$ cat src/rtl/be_clock_pkg.sv
// Shared types and helpers for the 8-bit computer clock sequencer.
package be_clock_pkg;

  localparam int CNT_W_DEFAULT = 26;

  typedef enum logic [1:0] {
    IDLE,
    RUN,
    STEP_HI,
    HALT
  } seq_state_e;

  // Conditioned, clock-domain-safe control inputs seen by the sequencer FSM.
  typedef struct packed {
    logic sel;
    logic halt_req;
    logic step_pulse;
  } seq_in_t;

  // Half-period in iCLK cycles for a speed select, never below one cycle.
  function automatic int unsigned half_period(input int unsigned clk_hz,
                                              input logic [2:0]  div);
    int unsigned h;
    h = (clk_hz / 2) >> div;
    return (h == 0) ? 1 : h;
  endfunction

endpackage

$ cat src/rtl/be_debounce.sv
// 2-FF synchronizer, stable-level debouncer and registered rising-edge pulse.
module be_debounce
  import be_clock_pkg::*;
#(
  parameter int unsigned DEBOUNCE_CYCLES = 500000,
  parameter int          CNT_W           = CNT_W_DEFAULT
) (
  input  logic iCLK,
  input  logic iRST,
  input  logic raw,
  output logic pulse
);

  logic [1:0]       sync;
  logic             level;
  logic             level_d;
  logic [CNT_W-1:0] cnt;

  // A new level is taken on the first differing sample followed by
  // DEBOUNCE_CYCLES more samples that still differ from the accepted level.
  always_ff @(posedge iCLK) begin
    if (iRST) begin
      sync    <= '0;
      level   <= 1'b0;
      level_d <= 1'b0;
      pulse   <= 1'b0;
      cnt     <= '0;
    end else begin
      sync    <= {sync[0], raw};
      level_d <= level;
      pulse   <= level & ~level_d;
      if (sync[1] == level) begin
        cnt <= '0;
      end else if (cnt == CNT_W'(DEBOUNCE_CYCLES)) begin
        level <= sync[1];
        cnt   <= '0;
      end else begin
        cnt <= cnt + CNT_W'(1);
      end
    end
  end

endmodule

$ cat src/rtl/be_clock_sequencer.sv
// CPU clock sequencer: continuous run, manual single-step and halt, with
// one-cycle CLK_RISE/CLK_FALL enables. Define BE_CYCLE_COUNT_EN to add CYCLE_COUNT.
module be_clock_sequencer
  import be_clock_pkg::*;
#(
  parameter int unsigned CLK_HZ           = 50000000,
  parameter int unsigned DEBOUNCE_CYCLES  = 500000,
  parameter int unsigned STEP_HIGH_CYCLES = 1000,
  parameter int          CNT_W            = CNT_W_DEFAULT
) (
  input  logic       iCLK,
  input  logic       iRST,
  input  logic       CLK_SELECT,
  input  logic       CLK_STEP,
  input  logic       HLT_N,
  input  logic       CPU_HLT,
  input  logic [2:0] DIV_CLK,
  output logic       CLK,
  output logic       NOT_CLK,
  output logic       CLK_RISE,
  output logic       CLK_FALL,
  output logic       HALTED
`ifdef BE_CYCLE_COUNT_EN
  ,
  output logic [15:0] CYCLE_COUNT
`endif
);

  typedef struct packed {
    seq_state_e       state;
    logic             clk;
    logic             rise;
    logic             fall;
    logic [CNT_W-1:0] cnt;
    logic [CNT_W-1:0] half;
  } seq_regs_t;

  seq_regs_t  r, r_n;
  seq_in_t    cin;
  logic [1:0] sel_sync;
  logic [1:0] hltn_sync;
  logic       step_pulse;
  logic       not_clk_q;

  always_ff @(posedge iCLK) begin
    if (iRST) begin
      sel_sync  <= 2'b00;
      hltn_sync <= 2'b11;
    end else begin
      sel_sync  <= {sel_sync[0], CLK_SELECT};
      hltn_sync <= {hltn_sync[0], HLT_N};
    end
  end

  be_debounce #(
    .DEBOUNCE_CYCLES(DEBOUNCE_CYCLES),
    .CNT_W          (CNT_W)
  ) u_step_db (
    .iCLK (iCLK),
    .iRST (iRST),
    .raw  (CLK_STEP),
    .pulse(step_pulse)
  );

  assign cin.sel        = sel_sync[1];
  assign cin.halt_req   = ~hltn_sync[1] | CPU_HLT;
  assign cin.step_pulse = step_pulse;

  always_comb begin
    r_n      = r;
    r_n.rise = 1'b0;
    r_n.fall = 1'b0;
    case (r.state)
      IDLE: begin
        r_n.clk = 1'b0;
        if (cin.halt_req) begin
          r_n.state = HALT;
        end else if (!cin.sel) begin
          r_n.state = RUN;
          r_n.cnt   = '0;
          r_n.half  = CNT_W'(half_period(CLK_HZ, DIV_CLK));
        end else if (cin.step_pulse) begin
          r_n.state = STEP_HI;
          r_n.clk   = 1'b1;
          r_n.rise  = 1'b1;
          r_n.cnt   = '0;
        end
      end
      RUN: begin
        if (r.cnt == r.half - CNT_W'(1)) begin
          // Speed changes only take effect at a phase boundary.
          r_n.clk  = ~r.clk;
          r_n.cnt  = '0;
          r_n.half = CNT_W'(half_period(CLK_HZ, DIV_CLK));
          if (!r.clk) begin
            r_n.rise = 1'b1;
          end else begin
            r_n.fall = 1'b1;
            if (cin.halt_req)  r_n.state = HALT;
            else if (cin.sel)  r_n.state = IDLE;
          end
        end else begin
          r_n.cnt = r.cnt + CNT_W'(1);
        end
      end
      STEP_HI: begin
        if (r.cnt == CNT_W'(STEP_HIGH_CYCLES - 1)) begin
          r_n.clk   = 1'b0;
          r_n.fall  = 1'b1;
          r_n.cnt   = '0;
          r_n.state = IDLE;
        end else begin
          r_n.cnt = r.cnt + CNT_W'(1);
        end
      end
      HALT: begin
        r_n.clk = 1'b0;
        if (!cin.halt_req) r_n.state = IDLE;
      end
      default: begin
        r_n.state = IDLE;
        r_n.clk   = 1'b0;
      end
    endcase
  end

  // Reset drops CLK directly; no CLK_FALL is generated for it.
  always_ff @(posedge iCLK) begin
    if (iRST) begin
      r.state   <= IDLE;
      r.clk     <= 1'b0;
      r.rise    <= 1'b0;
      r.fall    <= 1'b0;
      r.cnt     <= '0;
      r.half    <= CNT_W'(half_period(CLK_HZ, 3'd0));
      not_clk_q <= 1'b1;
    end else begin
      r         <= r_n;
      not_clk_q <= ~r_n.clk;
    end
  end

  assign CLK      = r.clk;
  assign NOT_CLK  = not_clk_q;
  assign CLK_RISE = r.rise;
  assign CLK_FALL = r.fall;
  assign HALTED   = (r.state == HALT);

`ifdef BE_CYCLE_COUNT_EN
  logic [15:0] cyc_q;

  always_ff @(posedge iCLK) begin
    if (iRST)          cyc_q <= '0;
    else if (r_n.rise) cyc_q <= cyc_q + 16'd1;
  end

  assign CYCLE_COUNT = cyc_q;
`endif

endmodule

$ cat config.mk
export PLATFORM = sky130hd
export DESIGN_NAME = be_clock_sequencer
export DESIGN_NICKNAME = d
export VERILOG_FILES = /design/src/rtl/be_clock_pkg.sv /design/src/rtl/be_debounce.sv /design/src/rtl/be_clock_sequencer.sv
export SDC_FILE = /design/constraint.sdc
export NUM_CORES = 1
export LEC_CHECK = 0
export BUFFER_PORTS_ARGS = -buffer_cell sky130_fd_sc_hd__buf_2
export CAP_MARGIN = 30
export CORE_MARGIN = 2
export CORE_UTILIZATION = 25
export CTS_BUF_LIST = sky130_fd_sc_hd__clkbuf_4 sky130_fd_sc_hd__clkbuf_8
export CTS_CLUSTER_SIZE = 28
export DETAILED_ROUTE_END_ITERATION = 16
export PLACE_DENSITY_LB_ADDON = 0.12
export SLEW_MARGIN = 40
export SYNTH_ARGS = -nofsm -noshare
export SYNTH_HDL_FRONTEND = slang
export SYNTH_SLANG_ARGS = --single-unit
$ cat constraint.sdc
create_clock -name iCLK -period 5 [get_ports iCLK]
set_input_delay 0.5 -clock iCLK [delete_from_list [all_inputs] [get_ports iCLK]]
set_output_delay 0.5 -clock iCLK [all_outputs]
set_load 0.03 [all_outputs]
==> qor.yml <==
outcome:
  status: "complete, no violations"
layout:
  layout_commonest_cell: "dfxtp_1"
  layout_common_cells: "dfxtp_1, nand2_1, nor2_1, o21ai_0, xor2_1"
  final_cell_area_um2: 6120
  area_growth_pct: 9.63
  fillers: 2430
  drive_gt1_share_pct: 8.54
  nNetsFinal: 729
  diodes: 0
place:
  dp_hpwl_mm: 12.2
  post_dp_cell_area_um2: 5910
  routabilityCongestion: 0.887
  io_buffers: 13
worst_setup_path:
  slowest_delay_ns: 0.70
  crit_type: "reg -> reg"
  startpoint_type: "flip-flop"
  crit_required_ns: 5.20
  timing.critical_path.to_type: "flip-flop"
  path_cells: "inv_1 -> ha_1 -> or3b_2 -> or4_4 -> o21ai_2 -> o211ai_1 -> or4_4 -> nor4_1 -> ha_1 -> nor2b_1 -> a21oi_1 -> nor2_1 -> o21ai_0"
  cp_max_fo: 6
  cp_slowest_cell: "nor4_1"
  cp.buffers_inverters: 1
  worstPathArrival_ns: 4.30
  cpLargestDelayFamily: "simple AND/OR/NAND/NOR gates"
synth:
  syn_inst: 722
  synth_area_leaders: "dfxtp_1, xor2_1, nand2_1"
  synthFlopType: "dfxtp_1"
  synth_top_area_cell: "dfxtp_1"
  syn_nets: 742
  synth-async-reset-ratio_pct: 0
  synthDistinctLibCells: 63
  netlist_area_um2: 5580
  ys_seq_elements: 92
  syn_avg_cell_area_um2: 7.73
  yosys_warnings: 0
  synth_top_area_share_pct: 33.0
  ys_seq_area_share_pct: 33.0
  synth_edf_count: 0
power:
  power_switching_share_pct: 42.4
  combPwrFrac_pct: 36.4
  clkPwrFrac_pct: 23.6
  peakVddDrop_mv: 0.175
  p_int_mw: 1.33
  switchingPower_mw: 0.981
  pwr-share-seq_pct: 40.0
  power_density_nw_per_um2: 378
  leakage_nw: 2.02
sta:
  finalCriticalPeriod_ns: 4.10
  maxSlewViolCount: 0
  setup_viol: 0
  finClkSkew_ns: 0.0168
  setup_tns_ns: 0
  clock.fmax_mhz: 244
  finalHoldViolations: 0
  relSlewSlack_pct: 49.4
  rsz0062_at_grt: "no"
  finalCritPeriodShare_pct: 82.0
  worstMarginPinSlew_ns: 0.752
die:
  die_h_um: 153
  die_w_um: 153
  ioPinCount: 14
  start_util_pct: 25.5
  core_um2: 21900
  design.die.area_um2: 23500
  row_count: 54
clock_network:
  cts_max_level: 3
  clk_path_buf_depth: 2
  cts_made_buffers: 9
  cts_tree: "built"
  cts_setup_buffers: 0
  cts_sinks: 92
  cts_resized: 0
  cts-hold-fix-buffers: 0
  clk_pin_slew_ns: 0.11
  cts_root_buffer: "clkbuf_8"
  clk_latency_ns: 0.38
routing:
  drc: 0
  vias: 5168
  ant_nets: 0
  avgRoutedWirePerCell_um: 16.8
  firstDrtPassIters: 5
  routed_via_density: 5.20
  routed_wl_mm: 16.7
  first_iter_violations: 261
global_routing:
  grt_usage_pct: 14.4
  grt_overflow: 0
  grt_pass1_wl_mm: 27.2
  first_global_vias: 4895
  grt_max_degree: 34
  antenna_found_initial: 0
worst_hold_path:
  worstHoldPathType: "in -> reg"
flow_run:
  drv_cap: 0
[worst reg2reg max path: stages, from the launching register on]
cell and delay, ns:
dfxtp_1 0.37, inv_1 0.08, ha_1 0.22, or3b_2 0.50
or4_4 0.54, o21ai_2 0.14, o211ai_1 0.12, or4_4 0.57
nor4_1 0.70, ha_1 0.36, nor2b_1 0.10, a21oi_1 0.05
nor2_1 0.08, o21ai_0 0.10
[cells by family after synthesis]
family	Yosys count	synth area share, %
compound gates	153	18.6
xor+xnor	62	9.72
fa+ha+maj	11	2.46
buf+inv	77	5.49
flops	92	33.0
mux	4	0.762
simple gates	323	30.0
[metrics by stage]
step | hold slack (ns) | util [%] | instances | total power [mW] | setup slack [ns]
after floorplan | 0.367 | - | 722 | 1.49 | 1.36
after global placement | 0.373 | 27.0 | 978 | 1.77 | 0.988
after detailed placement | 0.374 | 27.0 | 978 | 1.78 | 0.954
after CTS | 0.278 | 27.9 | 994 | 2.33 | 0.933
after global routing | 0.292 | 28.0 | 994 | 2.47 | 0.701
final | 0.306 | 28.0 | 994 | 2.31 | 0.902
[path summary, 6_finish.rpt]
| path | start | endpoint | slack (ns) | cells after the start |
|---|---|---|---|---|
| max | r[0] | NOT_CLK | 0.90 | 13 |
| min | HLT_N | hltn_sync[0] | 0.31 | 2 |
| max reg2reg | r[0] | NOT_CLK | 0.90 | 13 |
| min reg2reg | u_step_db.level_d | u_step_db.pulse | 0.39 | 1 |
[state kept, by name, summed over array words and instances (netlist names)]
| register | flops |
|---|---|
| u_step_db.level_d | 1 |
| hltn_sync | 2 |
| u_step_db.cnt | 26 |
| u_step_db.pulse | 1 |
| u_step_db.sync | 2 |
| sel_sync | 2 |
| CLK_FALL | 1 |
| CLK | 1 |
| NOT_CLK | 1 |
| CLK_RISE | 1 |
| u_step_db.level | 1 |
| r | 53 |
[area by class of cell]
| type | count | area [um^2] | area share, % |
|---|---|---|---|
| clock buffer | 9 | 124 | 2.02 |
| tap | 280 | 350 | 5.72 |
| inverter | 25 | 93.8 | 1.53 |
| multi-input combinational | 553 | 3450 | 56.4 |
| sequential | 92 | 1840 | 30.1 |
| timing repair buffer | 28 | 178 | 2.90 |
| clock inverter | 7 | 82.6 | 1.35 |
[cells in the mapped netlist (all sizes together) (3+ instances only)]
library cell / number
nor2b: 11
clkbuf: 46
inv: 25
xnor2: 26
o21ai: 44
o2111ai: 6
nand2: 74
a211o: 6
nor2: 65
o211ai: 20
and3: 11
and2: 11
dfxtp: 92
xor2: 36
nand4: 21
ha: 11
a41oi: 3
nor4: 27
a221oi: 3
nor4b: 3
nand3: 32
nor3: 23
a31oi: 4
a21oi: 29
a211oi: 8
and4: 5
or3: 9
buf: 6
or2: 3
a21o: 3
or4: 10
nand2b: 7
o221ai: 8
[power groups by stage]
| stage | Sequential, mW | Combinational [mW] | Clock (mW) |
|---|---|---|---|
| after floorplan | 0.876 | 0.612 | 0 |
| after global placement | 0.940 | 0.834 | 0 |
| after detailed placement | 0.941 | 0.835 | 0 |
| after CTS | 0.923 | 0.839 | 0.568 |
| after global routing | 0.937 | 0.931 | 0.597 |
| final | 0.926 | 0.843 | 0.546 |
[per-layer routing]
metal	global-route usage, %	wire length, um
met5	0	0
met4	4.28	307
met3	2.27	531
met2	21.9	7240
met1	20.8	8660
Note: power is estimated with default switching activity, not from simulation.
